**src/rtl/ladder_ctrl.sv**
```systemverilog
// ladder_ctrl: Montgomery-ladder sequencer issuing INIT/STEP/RECOVER commands to a point datapath.
// Latency: one command in flight; SCAN skips leading zeros at one bit per cycle unless LADDER_CONST_TIME_EN.
// Backpressure: commands hold on cmd_valid until cmd_ready; the next command waits for rsp_done.
module ladder_ctrl #(
    parameter int SCALAR_LEN = 256,
    parameter int IDX_W      = $clog2(SCALAR_LEN)
) (
    input  logic                  clk,
    input  logic                  rst,
    input  logic                  start,
    input  logic [SCALAR_LEN-1:0] k,
    output logic                  cmd_valid,
    output logic [1:0]            cmd_op,
    output logic                  cmd_bit,
    output logic [IDX_W-1:0]      bit_idx,
    input  logic                  cmd_ready,
    input  logic                  rsp_done,
    output logic                  busy,
    output logic                  finish,
    output logic                  zero_k
);

    typedef enum logic [3:0] {
        IDLE,
        SCAN,
        INIT_ISSUE,
        INIT_WAIT,
        STEP_ISSUE,
        STEP_WAIT,
        REC_ISSUE,
        REC_WAIT,
        DONE
    } state_t;

    localparam logic [1:0]       OP_INIT = 2'b00;
    localparam logic [1:0]       OP_STEP = 2'b01;
    localparam logic [1:0]       OP_REC  = 2'b10;
    localparam logic [IDX_W-1:0] TOP_IDX = IDX_W'(SCALAR_LEN - 1);

    state_t                state;
    logic [SCALAR_LEN-1:0] k_reg;
    logic [IDX_W-1:0]      idx;      // scan position, then first STEP index
    logic                  no_step;  // top set bit was bit 0: go straight to RECOVER
    logic                  xfer;

    assign xfer = cmd_valid && cmd_ready;

    always_ff @(posedge clk) begin
        if (rst) begin
            state     <= IDLE;
            k_reg     <= '0;
            idx       <= '0;
            no_step   <= 1'b0;
            cmd_valid <= 1'b0;
            cmd_op    <= OP_INIT;
            cmd_bit   <= 1'b0;
            bit_idx   <= '0;
            busy      <= 1'b0;
            finish    <= 1'b0;
            zero_k    <= 1'b0;
        end else begin
            case (state)
                IDLE: begin
                    if (start) begin
                        k_reg   <= k;
                        zero_k  <= 1'b0;
                        busy    <= 1'b1;
                        no_step <= 1'b0;
                        idx     <= TOP_IDX;
`ifdef LADDER_CONST_TIME_EN
                        // Ladder starts from (O,P) and walks every bit.
                        state     <= INIT_ISSUE;
                        cmd_valid <= 1'b1;
                        cmd_op    <= OP_INIT;
                        cmd_bit   <= 1'b0;
                        bit_idx   <= '0;
`else
                        state <= SCAN;
`endif
                    end
                end
                SCAN: begin
                    if (k_reg[idx]) begin
                        // Top set bit is absorbed by loading (P,2P).
                        state     <= INIT_ISSUE;
                        cmd_valid <= 1'b1;
                        cmd_op    <= OP_INIT;
                        cmd_bit   <= 1'b1;
                        bit_idx   <= '0;
                        no_step   <= (idx == '0);
                        idx       <= idx - 1'b1;
                    end else if (idx == '0) begin
                        state  <= DONE;
                        finish <= 1'b1;
                        zero_k <= 1'b1;
                    end else begin
                        idx <= idx - 1'b1;
                    end
                end
                INIT_ISSUE: begin
                    if (xfer) begin
                        cmd_valid <= 1'b0;
                        state     <= INIT_WAIT;
                    end
                end
                INIT_WAIT: begin
                    if (rsp_done) begin
                        cmd_valid <= 1'b1;
                        if (no_step) begin
                            state   <= REC_ISSUE;
                            cmd_op  <= OP_REC;
                            cmd_bit <= 1'b0;
                            bit_idx <= '0;
                        end else begin
                            state   <= STEP_ISSUE;
                            cmd_op  <= OP_STEP;
                            cmd_bit <= k_reg[idx];
                            bit_idx <= idx;
                        end
                    end
                end
                STEP_ISSUE: begin
                    if (xfer) begin
                        cmd_valid <= 1'b0;
                        state     <= STEP_WAIT;
                    end
                end
                STEP_WAIT: begin
                    if (rsp_done) begin
                        cmd_valid <= 1'b1;
                        if (bit_idx != '0) begin
                            state   <= STEP_ISSUE;
                            cmd_op  <= OP_STEP;
                            cmd_bit <= k_reg[bit_idx - 1'b1];
                            bit_idx <= bit_idx - 1'b1;
                        end else begin
                            state   <= REC_ISSUE;
                            cmd_op  <= OP_REC;
                            cmd_bit <= 1'b0;
                            bit_idx <= '0;
                        end
                    end
                end
                REC_ISSUE: begin
                    if (xfer) begin
                        cmd_valid <= 1'b0;
                        state     <= REC_WAIT;
                    end
                end
                REC_WAIT: begin
                    if (rsp_done) begin
                        state  <= DONE;
                        finish <= 1'b1;
                        zero_k <= (k_reg == '0);
                    end
                end
                DONE: begin
                    finish <= 1'b0;
                    busy   <= 1'b0;
                    state  <= IDLE;
                end
                default: state <= IDLE;
            endcase
        end
    end

endmodule

```
**config.mk**
```make
export PLATFORM = sky130hd
export DESIGN_NAME = ladder_ctrl
export DESIGN_NICKNAME = d
export VERILOG_FILES = /design/src/rtl/ladder_ctrl.sv
export SDC_FILE = /design/constraint.sdc
export NUM_CORES = 1
export LEC_CHECK = 0
export ABC_AREA = 1
export BUFFER_PORTS_ARGS = -buffer_cell sky130_fd_sc_hd__buf_2
export CAP_MARGIN = 10
export CORE_ASPECT_RATIO = 1.1
export CORE_MARGIN = 2
export CORE_UTILIZATION = 30
export DETAILED_ROUTE_END_ITERATION = 10
export PLACE_DENSITY_LB_ADDON = 0.08
export SLEW_MARGIN = 5
export SYNTH_ARGS = -nofsm -noshare
export SYNTH_HDL_FRONTEND = slang
export SYNTH_SLANG_ARGS = --single-unit
```
**constraint.sdc**
```tcl
create_clock -name clk -period 4.2 [get_ports clk]
set_clock_uncertainty 0.2 [all_clocks]
set_input_delay 0.42 -clock clk [delete_from_list [all_inputs] [get_ports clk]]
set_output_delay 0.42 -clock clk [all_outputs]
set_load 0.01 [all_outputs]
```
==> results.py, run 1 <==
metrics = {
    "place": {
        "place_congestion": 0.8356,
        "dp_hpwl_um": 45560,
        "io_buffers": 275,
    },
    "die": {
        "initial_core_util_pct": 30.40,
        "fp.dieW_um": 224.0,
        "die-area_mm2": 0.05508,
        "row_count": 88,
        "io_pins": 276,
        "core_mm2": 0.05252,
        "dieHeight_um": 246.0,
    },
    "power": {
        "power_density_mw_per_mm2": 675.1,
        "p_total_w": 0.01395,
        "vdd.ir_drop.worst_uv": 377.9,
        "leakage_nw": 8.710,
    },
    "synth": {
        "syn_area_mm2": 0.01597,
        "syn_inst": 2509,
        "synth_seq_cells": 284,
        "ys_warn_count": 0,
        "synth-seq-area-share_pct": 35.61,
        "syn_avg_cell_area_um2": 6.363,
        "synth_nets": 2774,
        "ys_types": 31,
    },
    "routing": {
        "wl_per_cell_um": 19.32,
        "routed-via-count": 18400,
        "drc_errors": 0,
        "drtAntennaViolNets": 0,
        "drt-total-wl_um": 68350,
        "via_per_inst": 5.203,
        "drtPass1Iterations": 5,
        "drt_iter0_drc": 1678,
    },
    "clock_tree": {
        "post-cts-setup-buffer-count": 0,
        "root_buffer": "clkbuf_16",
        "clk_pin_slew_ps": 60,
        "clock-sinks": 284,
        "cts_buffer_depth": 3,
        "clock_latency_ps": 550,
        "htree_num_levels": 2,
        "cts_tree": "done",
        "numCtsBuffers": 35,
    },
    "sta": {
        "drv_slew": 0,
        "fmax_mhz": 305.9,
        "hold_viol_final": 0,
        "finalSetupTns_ps": 0,
        "rsz0062_at_grt": "no",
        "period_minus_slack_ps": 3269,
        "max_slew_margin_pct": 34.35,
        "period_share_pct": 77.82,
        "setup_viol": 0,
        "worstMarginPinSlew_ps": 984.8,
    },
    "global_routing": {
        "grt_pass1_vias": 18000,
        "grt_remaining_overflow": 0,
        "grt_usage_pct": 24.35,
        "antenna_found_initial": 0,
        "grt_pass1_wl_um": 104200,
        "grt_max_degree": 210,
    },
    "finish": {
        "drive_above_1_share_pct": 13.63,
        "fillers": 5670,
        "nNetsFinal": 3103,
        "antenna_cells": 0,
        "fin_util_pct": 39.33,
        "largest_register_ffs": 256,
        "area_growth_pct": 29.38,
    },
    "flow_run": {
        "drv_cap": 0,
    },
    "worst_hold_path": {
        "min_path_type": "input pin to flop",
    },
    "status": {
        "status": "completed",
    },
    "critical_path": {
        "endpoint_kind": "flop",
        "worstSetupPathType": "flop to flop",
        "arrival_ps": 3550,
        "cp_max_fo": 178,
        "crit_required_ps": 4480,
        "worstSetupStartpointType": "flop",
    },
}
final timing paths:
path	startpoint	to	slack, ps	cells after the start
hold / removal	k[255]	k_reg[255]	2	3
setup reg to reg	idx[0]	cmd_op[1]	930	15
setup / recovery	idx[0]	cmd_op[1]	930	15
hold reg to reg	busy	busy	280	2
routing by layer:
metal  track usage (%)  share of wire [%]
met4             8.275                3.2
met5                 0                  0
met2             41.68                 47
met3             3.298                5.1
met1             31.37                 45
Yosys cell counts, drive strengths merged:
cell type | n | area (µm²)
a211oi | 1 | 7.510
a21oi | 340 | 1702
a31oi | 2 | 12.51
buf | 68 | 387.9
clkbuf | 122 | 457.9
clkinv | 4 | 15.01
dfxtp | 284 | 5685
ha | 4 | 50.05
inv | 261 | 979.7
nand2 | 396 | 1496
nand3 | 368 | 1857
nand3b | 1 | 7.510
nand4 | 32 | 200.2
nor2 | 161 | 614.3
nor3 | 13 | 65.06
nor4 | 41 | 256.5
o211ai | 31 | 232.7
o21ai | 365 | 1827
o22ai | 8 | 50.05
o2bb2ai | 1 | 8.760
xnor2 | 2 | 17.52
xor2 | 4 | 35.03
area by class of cell:
type,instances,area (µm²),area share (%)
repair buffers,482,3466,16.78
multi-input cells,1770,8454,40.93
inverters,265,1008,4.882
flip-flops and latches,284,5694,27.57
clock buffers,54,1101,5.330
well taps,675,844.6,4.089
clock inverters,7,87.58,0.4240
logic make-up after synthesis:
group                      synth area share, %
adders and majority gates               0.3135
and+or+nand+nor                          28.17
AOI/OAI and AO/OA                        24.05
buffers and inverters                    11.53
xor gates and xnor gates                0.3292
DFF                                      35.61
critical path, stage by stage (launching register included):
cell and delay [ps]:
dfxtp_4 360, buf_12 540, o21ai_0 350, a21oi_1 230, nor2_1 60, nand2_1 60
nand3_1 90, nand2_1 110, nand2_1 50, nand2_1 120, inv_2 70, nand3_2 210
nand3_2 290, nand2_1 150, nand2_1 70, nor2_1 110
per-stage QoR:
step                hold slack (ps)  instances  cell area (µm²)  setup slack (ps)
finish                        1.983       3537            20660             931.4
global route                  12.15       3537            20660             662.2
CTS                         0.01898       3537            20660              1025
detailed placement            270.0       3307            17780              1042
global placement              263.4       3307            17780              1076
floorplan                     246.0       2509            15970              1235
repair_timing:
action | in CTS | in global routing
hold buffers | 169 | 0
endpoints found under the hold margin | 169 | 0
gates resized for setup | 0 | 0
report_power, final:
| part | leakage (nW) | internal (W) | switching [W] |
|---|---|---|---|
| registers | 2.35 | 0.00364 | 0.000788 |
| clock network | 0.585 | 0.00192 | 0.00123 |
| logic | 5.78 | 0.00206 | 0.00430 |
| total | 8.71 | 0.00762 | 0.00632 |
cells in the final DEF, fill, tap and decap left out, types with 8 or more instances in the layout:
master,Yosys,layout
nand2_1,392,392
nand3_1,365,365
o21ai_0,361,361
a21oi_1,340,340
dfxtp_1,284,281
buf_2,43,275
inv_1,254,254
dlygate4sd3_1,0,169
nor2_1,159,158
nor4_1,41,41
clkbuf_16,0,38
nand4_1,32,32
o211ai_1,31,31
buf_4,5,29
nor3_1,13,13
clkbuf_8,0,9
buf_12,0,9
o22ai_1,8,8
Power figures use the tool's default switching activity.
==> run 2, diff against run 1 <==
==> constraint.sdc (replaced) <==
create_clock -name clk -period 3 [get_ports clk]
set_clock_uncertainty 0.2 [all_clocks]
set_input_delay 0.3 -clock clk [delete_from_list [all_inputs] [get_ports clk]]
set_output_delay 0.3 -clock clk [all_outputs]
set_load 0.01 [all_outputs]
==> run 2 against run 1 <==
Die area stayed put. Highest routed layer unchanged. Combinational power is 46% higher. Critical path depth is 3 higher. Total power is 42% higher. Largest power group unchanged. Largest cell class unchanged.
==> results.py, run 2 (synthesis gave the netlist of run 1 again) <==
metrics = {
    "finish": {
        "regArea_mm2": 0.005694,
        "final_cell_area_mm2": 0.02173,
        "layout_commonest_cell": "nand2_1",
        "largest_register_ffs": 256,
        "area_growth_pct": 36.10,
        "fillers": 5525,
        "final_cells": 3644,
        "multi_input_area_mm2": 0.008454,
        "nNetsFinal": 3208,
        "drive_above_1_share_pct": 13.98,
        "antenna_cells": 0,
        "final_cell_mix": "392 x nand2_1, 365 x nand3_1, 361 x o21ai_0",
    },
    "clock_tree": {
        "clk_pin_slew_ps": 70,
        "htree_num_levels": 2,
        "cts_buffer_depth": 3,
        "clock_latency_ps": 550,
        "clock-sinks": 284,
        "cts_tree": "done",
        "root_buffer": "clkbuf_16",
        "numCtsBuffers": 35,
    },
    "power": {
        "leakage_nw": 9.194,
        "power_density_mw_per_mm2": 914.2,
        "vdd.ir_drop.worst_uv": 466.7,
    },
    "die": {
        "row_count": 88,
        "dieHeight_um": 246.0,
        "die-area_mm2": 0.05508,
        "initial_core_util_pct": 30.40,
        "io_pins": 276,
        "core_mm2": 0.05252,
        "fp.dieW_um": 224.0,
    },
    "sta": {
        "period_minus_slack_ps": 2789,
        "finalSetupTns_ps": 0,
        "max_slew_margin_pct": 48.99,
        "period_share_pct": 92.97,
        "worstMarginPinSlew_ps": 758.1,
        "hold_viol_final": 0,
        "whs_ps": 14.80,
        "rsz0062_at_grt": "no",
        "fmax_mhz": 358.5,
        "setup_viol": 0,
        "drv_slew": 0,
    },
    "flow_run": {
        "drv_cap": 0,
    },
    "critical_path": {
        "path_buf_inv": 2,
        "worstSetupStartpointType": "flop",
        "worstPathCellList": "buf_16 -> nand2_1 -> nand3_1 -> nand3_1 -> nand2_1 -> nor2_1 -> nand2_1 -> nand3_1 -> nand2_1 -> nand2_1 -> nand2_1 -> inv_2 -> nand2_2 -> nand2_2 -> nand2_2 -> nand2_1 -> nand2_1 -> nor2_1",
        "endpoint_kind": "flop",
        "path_delay_family": "simple AND/OR/NAND/NOR gates",
        "crit_start": "idx[0]",
        "cp_slowest_stage_delay_ps": 390,
        "crit_top_cell": "nand2_1",
        "r2r_start": "idx[0]",
        "crit_required_ps": 3240,
        "arrival_ps": 3030,
        "worstSetupPathType": "flop to flop",
        "cp_max_fo": 115,
        "cpMaxStageDelayCell": "dfxtp_4",
    },
    "routing": {
        "drc_errors": 0,
        "via_per_inst": 5.214,
        "wl_per_cell_um": 19.34,
        "drt-total-wl_um": 70470,
        "routed-via-count": 19000,
        "drtAntennaViolNets": 0,
        "drtPass1Iterations": 5,
        "drt_iter0_drc": 1334,
    },
    "place": {
        "dpl_cell_area_mm2": 0.01802,
        "io_buffers": 275,
        "dp_hpwl_um": 47410,
        "place_congestion": 0.8586,
        "post-place-cells": 3329,
    },
    "worst_hold_path": {
        "min_path_type": "input pin to flop",
        "hold_start": "cmd_ready",
    },
    "global_routing": {
        "grt_usage_pct": 24.91,
        "grt_remaining_overflow": 0,
        "antenna_found_initial": 0,
        "grt_pass1_vias": 18740,
        "grt_max_degree": 141,
        "grt_pass1_wl_um": 106400,
    },
    "status": {
        "status": "completed",
    },
}
-- run 2: changes by cell type in the layout (fill, tap and decap cells not counted), moves of 2 or more --
cell           previous run  this run
clkinv_4                  0         2
dlygate4sd3_1           169       252
buf_4                    29        44
buf_12                    9        14
-- run 2: area by class of cell --
cell class                 instances  area share [%]
multi-input combinational       1770           38.91
sequential                       284           26.21
timing repair buffer             587           20.93
clock buffer                      52           4.987
inverter                         265           4.641
tap                              675           3.887
clock inverter                    11          0.4376
-- run 2: path summary, 6_finish.rpt --
path                                   to  depth (start not counted)  slack [ps]
worst max-delay path               idx[1]                         18         210
worst max register to register     idx[1]                         18         210
worst min-delay path            cmd_valid                          6          10
worst min register to register     finish                          2         260
-- run 2: report_power, final --
| group | internal (W) | total [W] | switching [W] |
|---|---|---|---|
| combinational | 0.00316 | 0.00931 | 0.00615 |
| clock | 0.00260 | 0.00438 | 0.00178 |
| sequential | 0.00510 | 0.00617 | 0.00107 |
| total | 0.0109 | 0.0199 | 0.00901 |
-- run 2: metrics by stage --
step / util [%] / total power, W / setup slack, ps
3_5_place_dp: 34.30 / 0.01526 / 281.2
2_1_floorplan: - / 0.01206 / 34.67
6_report: 41.37 / 0.01986 / 210.9
4_1_cts: 41.35 / 0.02000 / 254.6
3_3_place_gp: 34.30 / 0.01519 / 335.3
5_1_grt: 41.37 / 0.02137 / 2.667
-- run 2: worst reg2reg max path, cell delays in order, from the launching register on --
cell,delay [ps]
dfxtp_4,390
buf_16,340
nand2_1,230
nand3_1,110
nand3_1,80
nand2_1,70
nor2_1,60
nand2_1,60
nand3_1,90
nand2_1,100
nand2_1,50
nand2_1,120
inv_2,70
nand2_2,100
nand2_2,190
nand2_2,230
nand2_1,80
nand2_1,70
nor2_1,40
-- run 2: per-layer routing --
layer / vias to the layer above / wire, µm / GRT usage, %
met3: 138 / 3749 / 3.083
met5: - / 0 / 0
met2: 604 / 33520 / 43.00
met1: 8910 / 30520 / 31.24
li1: 9346 / - / -
met4: 0 / 2678 / 10.45
-- run 2: timing repair --
item	CTS	global route
gates resized for setup	0	2
setup buffers	0	0
endpoints found under the setup margin	0	7
hold buffers	252	0
endpoints found under the hold margin	252	0
